**src/rtl/alu_arbiter.sv**
```systemverilog
// alu_arbiter
//   Shares one external ALU between two requesters. A request is accepted in
//   IDLE, executed on the ALU for exactly one cycle (EXEC), and the registered
//   result is presented to its owner in RESP until the owner consumes it.
//   When both requesters are valid, a round-robin pointer gives the grant to
//   the one that was not served last.
//
// Ports
//   clk, rst_n                rising-edge clock, synchronous active-low reset
//   reqN_valid/ready          request handshake, N = 0,1
//   reqN_a, reqN_b, reqN_op   operands and 4-bit ALU control code
//   rspN_valid/ready          response handshake, N = 0,1
//   rsp_data/zero/err         shared result, zero flag, illegal-op flag
//   alu_a, alu_b, alu_ctrl    operands/control to the shared ALU
//   alu_out, alu_zero         result/zero flag from the shared ALU
//   alu_en                    ALU activity enable
//   state_dbg                 current FSM state (IDLE=0, EXEC=1, RESP=2)
//
// Handshake rule: a transfer happens on a rising edge where valid && ready
// are both high. Valid may rise or fall freely while ready is low; ready
// never depends on anything but state, pointer, reset and the two valids.
module alu_arbiter #(
  parameter int WIDTH = 16
) (
  input  logic             clk,
  input  logic             rst_n,
  input  logic             req0_valid,
  output logic             req0_ready,
  input  logic [WIDTH-1:0] req0_a,
  input  logic [WIDTH-1:0] req0_b,
  input  logic [3:0]       req0_op,
  input  logic             req1_valid,
  output logic             req1_ready,
  input  logic [WIDTH-1:0] req1_a,
  input  logic [WIDTH-1:0] req1_b,
  input  logic [3:0]       req1_op,
  output logic             rsp0_valid,
  input  logic             rsp0_ready,
  output logic             rsp1_valid,
  input  logic             rsp1_ready,
  output logic [WIDTH-1:0] rsp_data,
  output logic             rsp_zero,
  output logic             rsp_err,
  output logic [WIDTH-1:0] alu_a,
  output logic [WIDTH-1:0] alu_b,
  output logic [3:0]       alu_ctrl,
  input  logic [WIDTH-1:0] alu_out,
  input  logic             alu_zero,
  output logic             alu_en,
  output logic [1:0]       state_dbg
);

  typedef enum logic [1:0] {
    IDLE = 2'd0,
    EXEC = 2'd1,
    RESP = 2'd2
  } state_t;

  state_t           state, state_nxt;
  logic             last_grant;   // requester served most recently
  logic             owner;        // requester whose operation is in flight
  logic             grant;        // requester that would be accepted in IDLE
  logic             accept;       // a transfer happens at the next edge
  logic             rsp_done;     // owner consumes the response at the next edge
  logic [WIDTH-1:0] a_q, b_q;
  logic [3:0]       op_q;
  logic             illegal;

  assign illegal   = op_q[3];
  assign state_dbg = state;

  // Round-robin: on contention, pick the requester not served last.
  always_comb begin
    grant = 1'b0;
    if (req0_valid && req1_valid) begin
      grant = ~last_grant;
    end else if (req1_valid) begin
      grant = 1'b1;
    end
  end

  always_comb begin
    state_nxt  = state;
    accept     = 1'b0;
    rsp_done   = 1'b0;
    req0_ready = 1'b0;
    req1_ready = 1'b0;
    rsp0_valid = 1'b0;
    rsp1_valid = 1'b0;
    alu_a      = '0;
    alu_b      = '0;
    alu_ctrl   = 4'b0000;
    alu_en     = 1'b0;
    case (state)
      IDLE: begin
        // Ready is held low while reset is asserted so no output is high
        // during reset even if a requester keeps valid up.
        accept     = rst_n && (req0_valid || req1_valid);
        req0_ready = accept && !grant;
        req1_ready = accept && grant;
        if (accept) state_nxt = EXEC;
      end
      EXEC: begin
        // Illegal ops leave the ALU quiet; the response is synthesised.
        if (!illegal) begin
          alu_a    = a_q;
          alu_b    = b_q;
          alu_ctrl = op_q;
          alu_en   = 1'b1;
        end
        state_nxt = RESP;
      end
      RESP: begin
        rsp0_valid = !owner;
        rsp1_valid = owner;
        // Only the owner's ready matters; the other one is ignored.
        rsp_done   = owner ? rsp1_ready : rsp0_ready;
        if (rsp_done) state_nxt = IDLE;
      end
      default: state_nxt = IDLE;
    endcase
  end

  always_ff @(posedge clk) begin
    if (!rst_n) begin
      state      <= IDLE;
      last_grant <= 1'b1;
      owner      <= 1'b0;
      a_q        <= '0;
      b_q        <= '0;
      op_q       <= 4'b0000;
      rsp_data   <= '0;
      rsp_zero   <= 1'b0;
      rsp_err    <= 1'b0;
    end else begin
      state <= state_nxt;
      case (state)
        IDLE: begin
          if (accept) begin
            owner <= grant;
            a_q   <= grant ? req1_a  : req0_a;
            b_q   <= grant ? req1_b  : req0_b;
            op_q  <= grant ? req1_op : req0_op;
          end
        end
        EXEC: begin
          if (illegal) begin
            rsp_data <= '0;
            rsp_zero <= 1'b1;
            rsp_err  <= 1'b1;
          end else begin
            rsp_data <= alu_out;
            rsp_zero <= alu_zero;
            rsp_err  <= 1'b0;
          end
        end
        RESP: begin
          if (rsp_done) last_grant <= owner;
        end
        default: ;
      endcase
    end
  end

endmodule
```
**config.mk**
```make
export PLATFORM = sky130hd
export DESIGN_NAME = alu_arbiter
export DESIGN_NICKNAME = d
export VERILOG_FILES = /design/src/rtl/alu_arbiter.sv
export SDC_FILE = /design/constraint.sdc
export NUM_CORES = 1
export LEC_CHECK = 0
export BUFFER_PORTS_ARGS = -buffer_cell sky130_fd_sc_hd__buf_4
export CORE_ASPECT_RATIO = 1.75
export CORE_MARGIN = 1.5
export CORE_UTILIZATION = 48
export CTS_BUF_LIST = sky130_fd_sc_hd__clkbuf_16
export DETAILED_ROUTE_END_ITERATION = 16
export GPL_TIMING_DRIVEN = 0
export PLACE_DENSITY = 0.86
export SLEW_MARGIN = 10
export SYNTH_ARGS = -nofsm -noshare
export SYNTH_HDL_FRONTEND = slang
export SYNTH_SLANG_ARGS = --single-unit
```
**constraint.sdc**
```tcl
create_clock -name clk -period 2.25 [get_ports clk]
set_input_delay 0.1125 -clock clk [delete_from_list [all_inputs] [get_ports clk]]
set_output_delay 0.1125 -clock clk [all_outputs]
set_load 0.005 [all_outputs]
```
# Yosys cells after proc, flatten, opt, wreduce, memory -nomap -nowiden
# Cells that the tools add are included.
[word_totals]
regBits = 58
out_inout_bits = 61
wordCells = 51
[op_classes]
n_eq_ne = 4
muxes = 26
bitwise_logic = 1
n_reduce_logical = 11
[ops]
columns = ["cell", "n"]
rows = [
  ["$mux 16", 7],
  ["$mux 1", 13],
  ["$mux 3", 2],
  ["$pmux 2 s3", 1],
  ["$reduce_and 2->1", 3],
  ["$logic_and 1x1->1", 4],
  ["$mux 2", 2],
  ["$mux 4", 1],
  ["$ne 2x2->1 const B", 2],
  ["$eq 2x1->1 const B", 1],
  ["$eq 2x2->1 const B", 1],
  ["$logic_not 1->1", 2],
  ["$logic_not 2->1", 1],
  ["$logic_or 1x1->1", 1],
  ["$not 1->1", 1],
]

# Longest topological paths before layout
# Gate-level depths: netlist of run 1.
[depth]
ltp_word = 5
mapped_depth = 5
mapped_depth_nobuf = 4

# Worst setup path before layout of run 1
# Ideal clock, no wire load.
[synth_path]
path_kind = "reg2reg"
from = "register state[0] (netlist: state_dbg[0])"
to = "register a_q[10]"
arrival_time_ns = 1.108
required_ns = 2.103
setup_slack_ns = 0.995
path_stages_with_launch = 6
path_cell_list = "dfxtp_1 -> nor3b_2 -> nand2_1 -> inv_2 -> buf_4 -> a311oi_2"
[synth_via]
elab_chain_len = 3
[synth_rtl]
columns = ["item", "line_no", "rtl"]
rows = [
  ["start: declaration", "59", "state_t state, state_nxt;"],
  ["start signal: assignment", "136", "state <= state_nxt;"],
  ["$logic_not 2->1 *", "94, 137", ""],
  ["$mux 1", "94", "case (state)"],
  ["$reduce_and 2->1 (no line) *", "--", ""],
  ["end signal: assignment", "141", "a_q <= grant ? req1_a : req0_a;"],
  ["end: declaration", "65", "logic [WIDTH-1:0] a_q, b_q;"],
]
# Every way passes the cells marked *; elsewhere a longest branch is shown, timed or not.
# A chain may end at the register's enable or synchronous reset.

# Worst setup path in the final report of run 1
[layout_path]
from = "register state[0] (netlist: state_dbg[0])"
to = "output port alu_b[5]"
[layout_via]
elab_chain_len = 2
[layout_rtl]
columns = ["item", "line_no", "rtl"]
rows = [
  ["$eq 2x1->1", "94", ""],
  ["$mux 16", "94", ""],
  ["end: declaration", "45", "output logic [WIDTH-1:0] alu_b,"],
]
# No other way between the ends.

==> flow_summary.toml, run 1 <==
[final_layout]
layout.nets = 592
num_antenna_cells = 0
design_area_sq_mm = 0.00440
nFillCells = 434
drive_gt1_share_pct = 43.2
syn_to_final_growth_pct = 56.3

[worst_setup_path]
crit_path_cell_trace = "nor3b_2 > clkbuf_1 > and2_1 > buf_4"
crit_required_ps = 2140
path_max_fanout = 10
rr_startpoint = "state_dbg[0]"
r2r_end = "rsp_data[15]"
end_kind = "primary output"
setup.worst_path.class = "reg -> out"
arrival_ps = 1910
critPathMaxStageDelay_ps = 480
r2r_slack_ps = 740
ff2ff_path_depth = 4
cp_slowest_cell = "nor3b_2"
critPathLaunchType = "flip-flop"
cp-startpoint = "state_dbg[0]"

[grt]
antenna_found_initial = 0
grt_max_degree = 11
overflow = 0
top_usage_layer = "met2"
met3_usage_pct = 6.22
grt_pass1_vias = 3231
track_usage_pct = 28.5
grt_use_met2_pct = 51.2
use_met1_pct = 27.7
grt_pass1_wl_um = 14000

[detailed_routing]
dr.pass1.iters = 4
wl_per_cell_um = 15.1
ant_nets = 0
vias_per_cell = 5.35
vias = 3095
route.detailed.drc = 0
drt-total-wl_um = 8710
drtIter0Drc = 143

[die]
start_util_pct = 50.0
die_area_sq_mm = 0.00635
die_h_um = 104
num_rows = 36
die_w_um = 60.9
core-area_sq_mm = 0.00563
ios = 156

[place]
dpl-instance-area_sq_mm = 0.00407
gp_routability_congestion = 0.794
hpwl_um = 6580
pre_cts_ws_ps = 564
io_buffer_count = 154

[timing]
layout_min_cycle_time_ps = 2020
setup_viol = 0
skew_ps = 4.95
hold_slack_ps = 27.1
hold_violations = 0
fin_crit_sh_pct = 89.8
slew_headroom_pct = 54.4
slew_viol_final = 0
fmax_mhz = 495
worst_slew_pin_slew_ps = 684
postLayoutSetupSlackWorst_ps = 229
fin_setup_tns_ps = 0
rsz0062_at_grt = "no"

[clock_network]
clockRootBuffer = "clkbuf_16"
clkTransAtPathRegs_ps = 50
hold_buffers = 0
cts_setup_buffers = 0
cts_resized = 0
cts_tree = "done"
htree_levels = 3
cts_num_sinks = 58
clockBufferDepth = 2
cts_buffers = 9
clkLatencyLatePin_ps = 320

[pwr]
leakagePower_nw = 2.01
p_per_area_mw_per_mm2 = 762
ir_drop_v = 0.000651

[logic_synthesis]
synth_seq_cells = 58
syn_inst = 332
postSynthAreaPerCell_sq_um = 8.48
yosysWarnings = 0
post-synth-top-count-cell = "nand2_1"
ys.flop_type = "dfxtp_1"
synth-edff-count = 0
netlist_top_cells_area = "dfxtp_1 (41%), a311oi_2 (11%), nand2_1 (9.7%), and2_1 (8.0%), a21oi_1 (7.1%)"
seq_area_frac_synth_pct = 41.2
yosysTopAreaCell = "dfxtp_1"
synth.distinct_cells = 27
mappedNetlistArea_sq_mm = 0.00282
synthArstFlopShare_pct = 0
synth_top_area_share_pct = 41.2
synth_fp_nets = 427
synth_commonest_cells = "nand2_1 (73), dfxtp_1 (58), a21oi_1 (40)"

[hold_path]
hp-class = "in -> reg"
hold_path_end = "rsp_zero"
holdPathStages = 3
hold_start = "alu_zero"

[job]
max-cap-violations = 0

[run_status]
status = "completed"
## flip-flops by register name, summed over array words and instances (netlist names)
| name | cells |
|---|---|
| a_q | 16 |
| b_q | 16 |
| last_grant | 1 |
| op_q | 4 |
| owner | 1 |
| rsp_data | 16 |
| rsp_err | 1 |
| rsp_zero | 1 |
| state_dbg | 2 |
## worst max-delay path: cells and delay by family, from the launching register on
| family | cells | cell delay [ps] |
|---|---|---|
| flip-flops | 1 | 430 |
| AND/OR/NAND/NOR | 2 | 680 |
| buffers and inverters | 2 | 480 |
## final cells by class
cell class | instances | area (sq um) | area share, %
Multi-Input combinational cell | 239 | 1470 | 33.3
Sequential cell | 58 | 1160 | 26.4
Timing Repair Buffer | 154 | 1160 | 26.3
Clock buffer | 9 | 225 | 5.12
Buffer | 32 | 178 | 4.04
Clock inverter | 7 | 109 | 2.47
Tap cell | 76 | 95.1 | 2.16
Inverter | 3 | 11.3 | 0.256
## cell families (layout without fill, tap and decap cells)
family	Yosys count	in the layout	synth area share [%]
and+or+nand+nor	139	139	23.0
muxes	1	1	0.356
DFF	58	58	41.2
AOI/OAI and AO/OA	98	98	28.5
other	1	1	0.133
buffers and inverters	35	205	6.71
## power by group
group / leakage, nW / switching [mW] / internal (mW) / total (mW)
combinational: 1.38 / 0.319 / 0.337 / 0.656
sequential: 0.477 / 0.0528 / 1.12 / 1.18
clock: 0.162 / 0.452 / 1.07 / 1.52
total: 2.01 / 0.824 / 2.53 / 3.35
## per-stage QoR
step	utilization, %	total power [mW]	cells
after floorplan	-	1.55	332
after detailed placement	72.2	1.85	562
after CTS	78.2	3.38	578
final	78.2	3.35	578
after global placement	72.2	1.83	562
after global routing	78.2	3.50	578
## layer usage
layer / share of wire (%) / vias to the layer above
met3: 6.7 / 31
met1: 33 / 1432
li1: - / 1496
met5: 0 / -
met4: 4.1 / 0
met2: 56 / 136
## worst max-delay path by stage
stage / to / slack, ps
2_1_floorplan: a_q[10] / 1000
3_3_place_gp: alu_b[10] / 540
3_5_place_dp: alu_a[1] / 560
4_1_cts: alu_b[5] / 210
5_1_grt: alu_b[5] / 70
6_report: alu_b[5] / 230
## placed cells by master (no fill, tap or decap)
master	count
or2_2	1
and2_1	36
a21boi_1	1
buf_4	158
nand3_1	1
nor3b_2	2
nand3b_1	1
buf_2	15
clkbuf_16	9
mux2i_1	1
a21bo_2	2
a21oi_1	40
clkinvlp_4	1
nor3_1	1
buf_6	3
bufinv_16	3
nand2b_1	1
clkbuf_2	1
o21ai_0	3
inv_1	2
conb_1	1
a22oi_1	16
clkinv_1	2
nor2b_1	3
nor2_1	20
nand2_1	73
inv_2	2
a311oi_1	16
dfxtp_1	58
clkbuf_1	9
a311oi_2	20
Power figures use the tool's default switching activity.
==> run 2, diff against run 1 <==
- CORE_ASPECT_RATIO: 1.75 -> 1.2
==> flow_summary.toml, run 2 (synthesized netlist as in run 1, its figures left out) <==
[final_layout]
num_antenna_cells = 0
seqCellArea_sq_mm = 0.00116
nFillCells = 459
fin_util_pct = 76.7
syn_to_final_growth_pct = 54.4
top_regs = "a_q (16), b_q (16), rsp_data (16)"
drive_gt1_share_pct = 42.9
multi_input_area_sq_mm = 0.00147
mostFrequentLayoutCell = "buf_4"
mostFrequentLayoutCells = "buf_4 (158), nand2_1 (73), dfxtp_1 (58)"
layout.nets = 592

[timing]
worst_slew_pin_slew_ps = 704
layout_min_cycle_time_ps = 2050
skew_ps = 7.26
slew_viol_final = 0
rsz0062_at_grt = "no"
fmax_mhz = 489
fin_crit_sh_pct = 90.9
hold_violations = 0
fin_setup_tns_ps = 0
setup_viol = 0
slew_headroom_pct = 53.1

[clock_network]
htree_levels = 3
clkLatencyLatePin_ps = 320
cts_resized = 0
cts_buffers = 9
cts_num_sinks = 58
hold_buffers = 0
clockRootBuffer = "clkbuf_16"
clkTransAtPathRegs_ps = 50
cts_setup_buffers = 0
cts_tree = "done"
clockBufferDepth = 2

[grt]
grt_use_met2_pct = 48.0
met3_usage_pct = 8.33
antenna_found_initial = 0
top_usage_layer = "met2"
track_usage_pct = 27.2
overflow = 0
grt_pass1_vias = 2940
use_met1_pct = 29.4
grt_max_degree = 11
grt_pass1_wl_um = 13400

[die]
die_w_um = 72.9
die_area_sq_mm = 0.00634
die_h_um = 86.9
start_util_pct = 49.7
ios = 156
core-area_sq_mm = 0.00567
num_rows = 30

[pwr]
p_per_area_mw_per_mm2 = 708
ir_drop_v = 0.000526
clockPowerShare_pct = 40.5
seqPwrFrac_pct = 38.2
switchingPower_mw = 0.789
p_int_mw = 2.29
leakagePower_nw = 1.99
p_comb_share_pct = 21.3
netSwitchingFraction_pct = 25.6

[place]
gp_routability_congestion = 0.810
hpwl_um = 6360
io_buffer_count = 154

[worst_setup_path]
path_max_fanout = 10
r2r_slack_ps = 780
rr_startpoint = "state_dbg[0]"
ff2ff_path_depth = 5
critPathLaunchType = "flip-flop"
end_kind = "primary output"
arrival_ps = 1930
setup.worst_path.class = "reg -> out"
crit_required_ps = 2140
r2r_end = "b_q[2]"

[hold_path]
holdPathStages = 2
hold_path_end = "last_grant"
hold_start = "rst_n"
hp-class = "in -> reg"

[detailed_routing]
vias = 3050
wl_per_cell_um = 14.5
dr.pass1.iters = 4
ant_nets = 0
route.detailed.drc = 0
vias_per_cell = 5.25
drt-total-wl_um = 8410
drtIter0Drc = 169

[run_status]
status = "completed"

[job]
max-cap-violations = 0
-- run 2: final cells by class --
type,instances,share of cell area [%]
Tap cell,80,2.30
Sequential cell,58,26.7
Clock inverter,6,1.15
Timing Repair Buffer,154,26.6
Clock buffer,9,5.18
Multi-Input combinational cell,239,33.7
Inverter,3,0.259
Buffer,32,4.09
-- run 2: worst max-delay path by stage --
stage / start / to / slack (ps) / cells after the start
floorplan: state_dbg[0] / a_q[10] / 1000 / 5
global placement: state_dbg[0] / alu_a[0] / 570 / 4
detailed placement: state_dbg[0] / alu_a[0] / 540 / 4
CTS: state_dbg[0] / alu_a[0] / 200 / 4
global route: state_dbg[0] / alu_a[0] / 40 / 4
finish: state_dbg[0] / alu_a[0] / 200 / 4
-- run 2: routing by layer --
layer  routed length, um  vias to the layer above
met1                3140                     1383
met3                 702                       29
met5                   0                        -
li1                    -                     1499
met2                4300                      139
met4                 261                        0
-- run 2: power groups by stage --
stage / clock [mW] / combinational [mW] / sequential [mW]
6_report: 1.25 / 0.657 / 1.18
2_1_floorplan: 0 / 0.366 / 1.18
4_1_cts: 1.26 / 0.662 / 1.17
5_1_grt: 1.31 / 0.726 / 1.18
3_5_place_dp: 0 / 0.657 / 1.19
3_3_place_gp: 0 / 0.642 / 1.19
-- run 2: worst max-delay path, stage by stage, from the launching register on --
cell	delay [ps]
dfxtp_1	430
nor3b_2	460
clkbuf_1	380
and2_1	230
buf_4	120
-- run 2: stage by stage --
step	setup slack [ps]	power (mW)	area [sq um]	hold WS, ps	std cells
3_3_place_gp	569	1.83	4070	342	566
3_5_place_dp	542	1.85	4070	342	566
5_1_grt	40.3	3.22	4350	38.0	581
6_report	204	3.08	4350	26.6	581
4_1_cts	197	3.10	4350	19.0	581
2_1_floorplan	995	1.55	2820	189	332
==> run 3, diff against run 2 <==
- REMOVE_ABC_BUFFERS: default -> 1
==> flow_summary.toml, run 3 (synthesized netlist as in run 1, its figures left out) <==
[detailed_routing]
wl_met3_um = 576
wl_per_cell_um = 14.6
drt-total-wl_um = 8090
vias = 2908
top_layer = "met4"
ant_nets = 0
dr.pass1.iters = 4
vias_per_cell = 5.25
wl_met1_um = 3210
route.detailed.drc = 0
route.met2.wl_um = 4200
drtIter0Drc = 152

[timing]
hold_slack_ps = 28.6
hold_violations = 0
rsz0062_at_grt = "no"
fmax_mhz = 472
worst_slew_pin_slew_ps = 1120
setup_viol = 0
fin_crit_sh_pct = 94.2
fin_setup_tns_ps = 0
slew_viol_final = 0
skew_ps = 5.46
postLayoutSetupSlackWorst_ps = 131
slew_headroom_pct = 25.1
layout_min_cycle_time_ps = 2120

[final_layout]
num_antenna_cells = 0
top_regs = "a_q (16), b_q (16), rsp_data (16)"
mostFrequentLayoutCells = "buf_4 (154), nand2_1 (73), dfxtp_1 (58)"
layout.nets = 565
nFillCells = 413
mostFrequentLayoutCell = "buf_4"
multi_input_area_sq_mm = 0.00149
seqCellArea_sq_mm = 0.00116
fin_util_pct = 75.1
stdcell_count = 554
design_area_sq_mm = 0.00426
drive_gt1_share_pct = 41.8
syn_to_final_growth_pct = 51.2

[die]
die_w_um = 72.9
core-area_sq_mm = 0.00567
start_util_pct = 49.7
die_area_sq_mm = 0.00634
die_h_um = 86.9
ios = 156
num_rows = 30

[worst_setup_path]
path_max_fanout = 19
arrival_ps = 2010
end_kind = "primary output"
setup.worst_path.class = "reg -> out"
cp.buffers_inverters = 2
critPathMaxStageDelay_ps = 700
critPathLaunchType = "flip-flop"
cp_slowest_cell = "nor3b_4"
crit_path_cell_trace = "nor3b_4 > buf_8 > and2_1 > buf_4"
crit_required_ps = 2140
critical_path.top_delay_family = "simple AND/OR/NAND/NOR gates"

[place]
dpl-instance-area_sq_mm = 0.00401
io_buffer_count = 154
pre_cts_ws_ps = 185
place_inst = 539
hpwl_um = 5590
gp_routability_congestion = 0.751

[job]
max-cap-violations = 0

[clock_network]
cts_resized = 0
clkLatencyLatePin_ps = 320
clkTransAtPathRegs_ps = 50
htree_levels = 3
cts_tree = "done"
clockBufferDepth = 2
cts_buffers = 9
clockRootBuffer = "clkbuf_16"
cts_num_sinks = 58
cts_setup_buffers = 0
hold_buffers = 0

[grt]
antenna_found_initial = 0
grt_pass1_vias = 2761
grt_pass1_wl_um = 12800
grt_max_degree = 55
track_usage_pct = 25.8
overflow = 0

[pwr]
power_mw = 2.97
ir_drop_v = 0.000535
leakagePower_nw = 1.91
p_per_area_mw_per_mm2 = 697

[hold_path]
hp-class = "in -> reg"

[run_status]
status = "completed"
==> run 3: changes by cell type in the layout (fill, tap and decap cells not counted), moves of 2 or more <==
cell      change
buf_8         +4
nor3b_4       +2
nor3b_2       -2
clkbuf_1      -9
buf_2        -15
buf_6         -3
buf_4         -4
==> run 3: worst paths after layout <==
| check | cells after the start | slack [ps] | end | start |
|---|---|---|---|---|
| setup / recovery | 4 | 130 | alu_a[0] | state_dbg[0] |
| hold reg to reg | 2 | 500 | rsp_data[13] | rsp_data[13] |
| setup reg to reg | 5 | 240 | a_q[13] | state_dbg[1] |
| hold / removal | 2 | 30 | last_grant | rst_n |
==> run 3: report_power, final <==
group / leakage, nW / internal (mW) / switching [mW]
clock: 0.125 / 0.715 / 0.426
combinational: 1.31 / 0.332 / 0.313
sequential: 0.477 / 1.12 / 0.0546
total: 1.91 / 2.17 / 0.794
==> run 3: worst reg2reg max path, stage by stage (launching register included) <==
cell,delay (ps)
dfxtp_1,400
nor3b_4,240
buf_8,220
nand2_1,110
inv_2,660
a311oi_2,210
==> run 3: metal layers <==
metal	GRT usage, %	vias to the layer above
li1	-	1433
met1	28.2	1345
met2	47.4	120
met3	7.41	10
met4	8.06	0
met5	0	-
==> run 3: layout make-up <==
type / instances / area share (%)
tap: 80 / 2.35
clock inverter: 6 / 0.588
sequential: 58 / 27.3
timing repair buffer: 159 / 29.2
inverter: 3 / 0.265
multi-input combinational: 239 / 35.0
clock buffer: 9 / 5.29
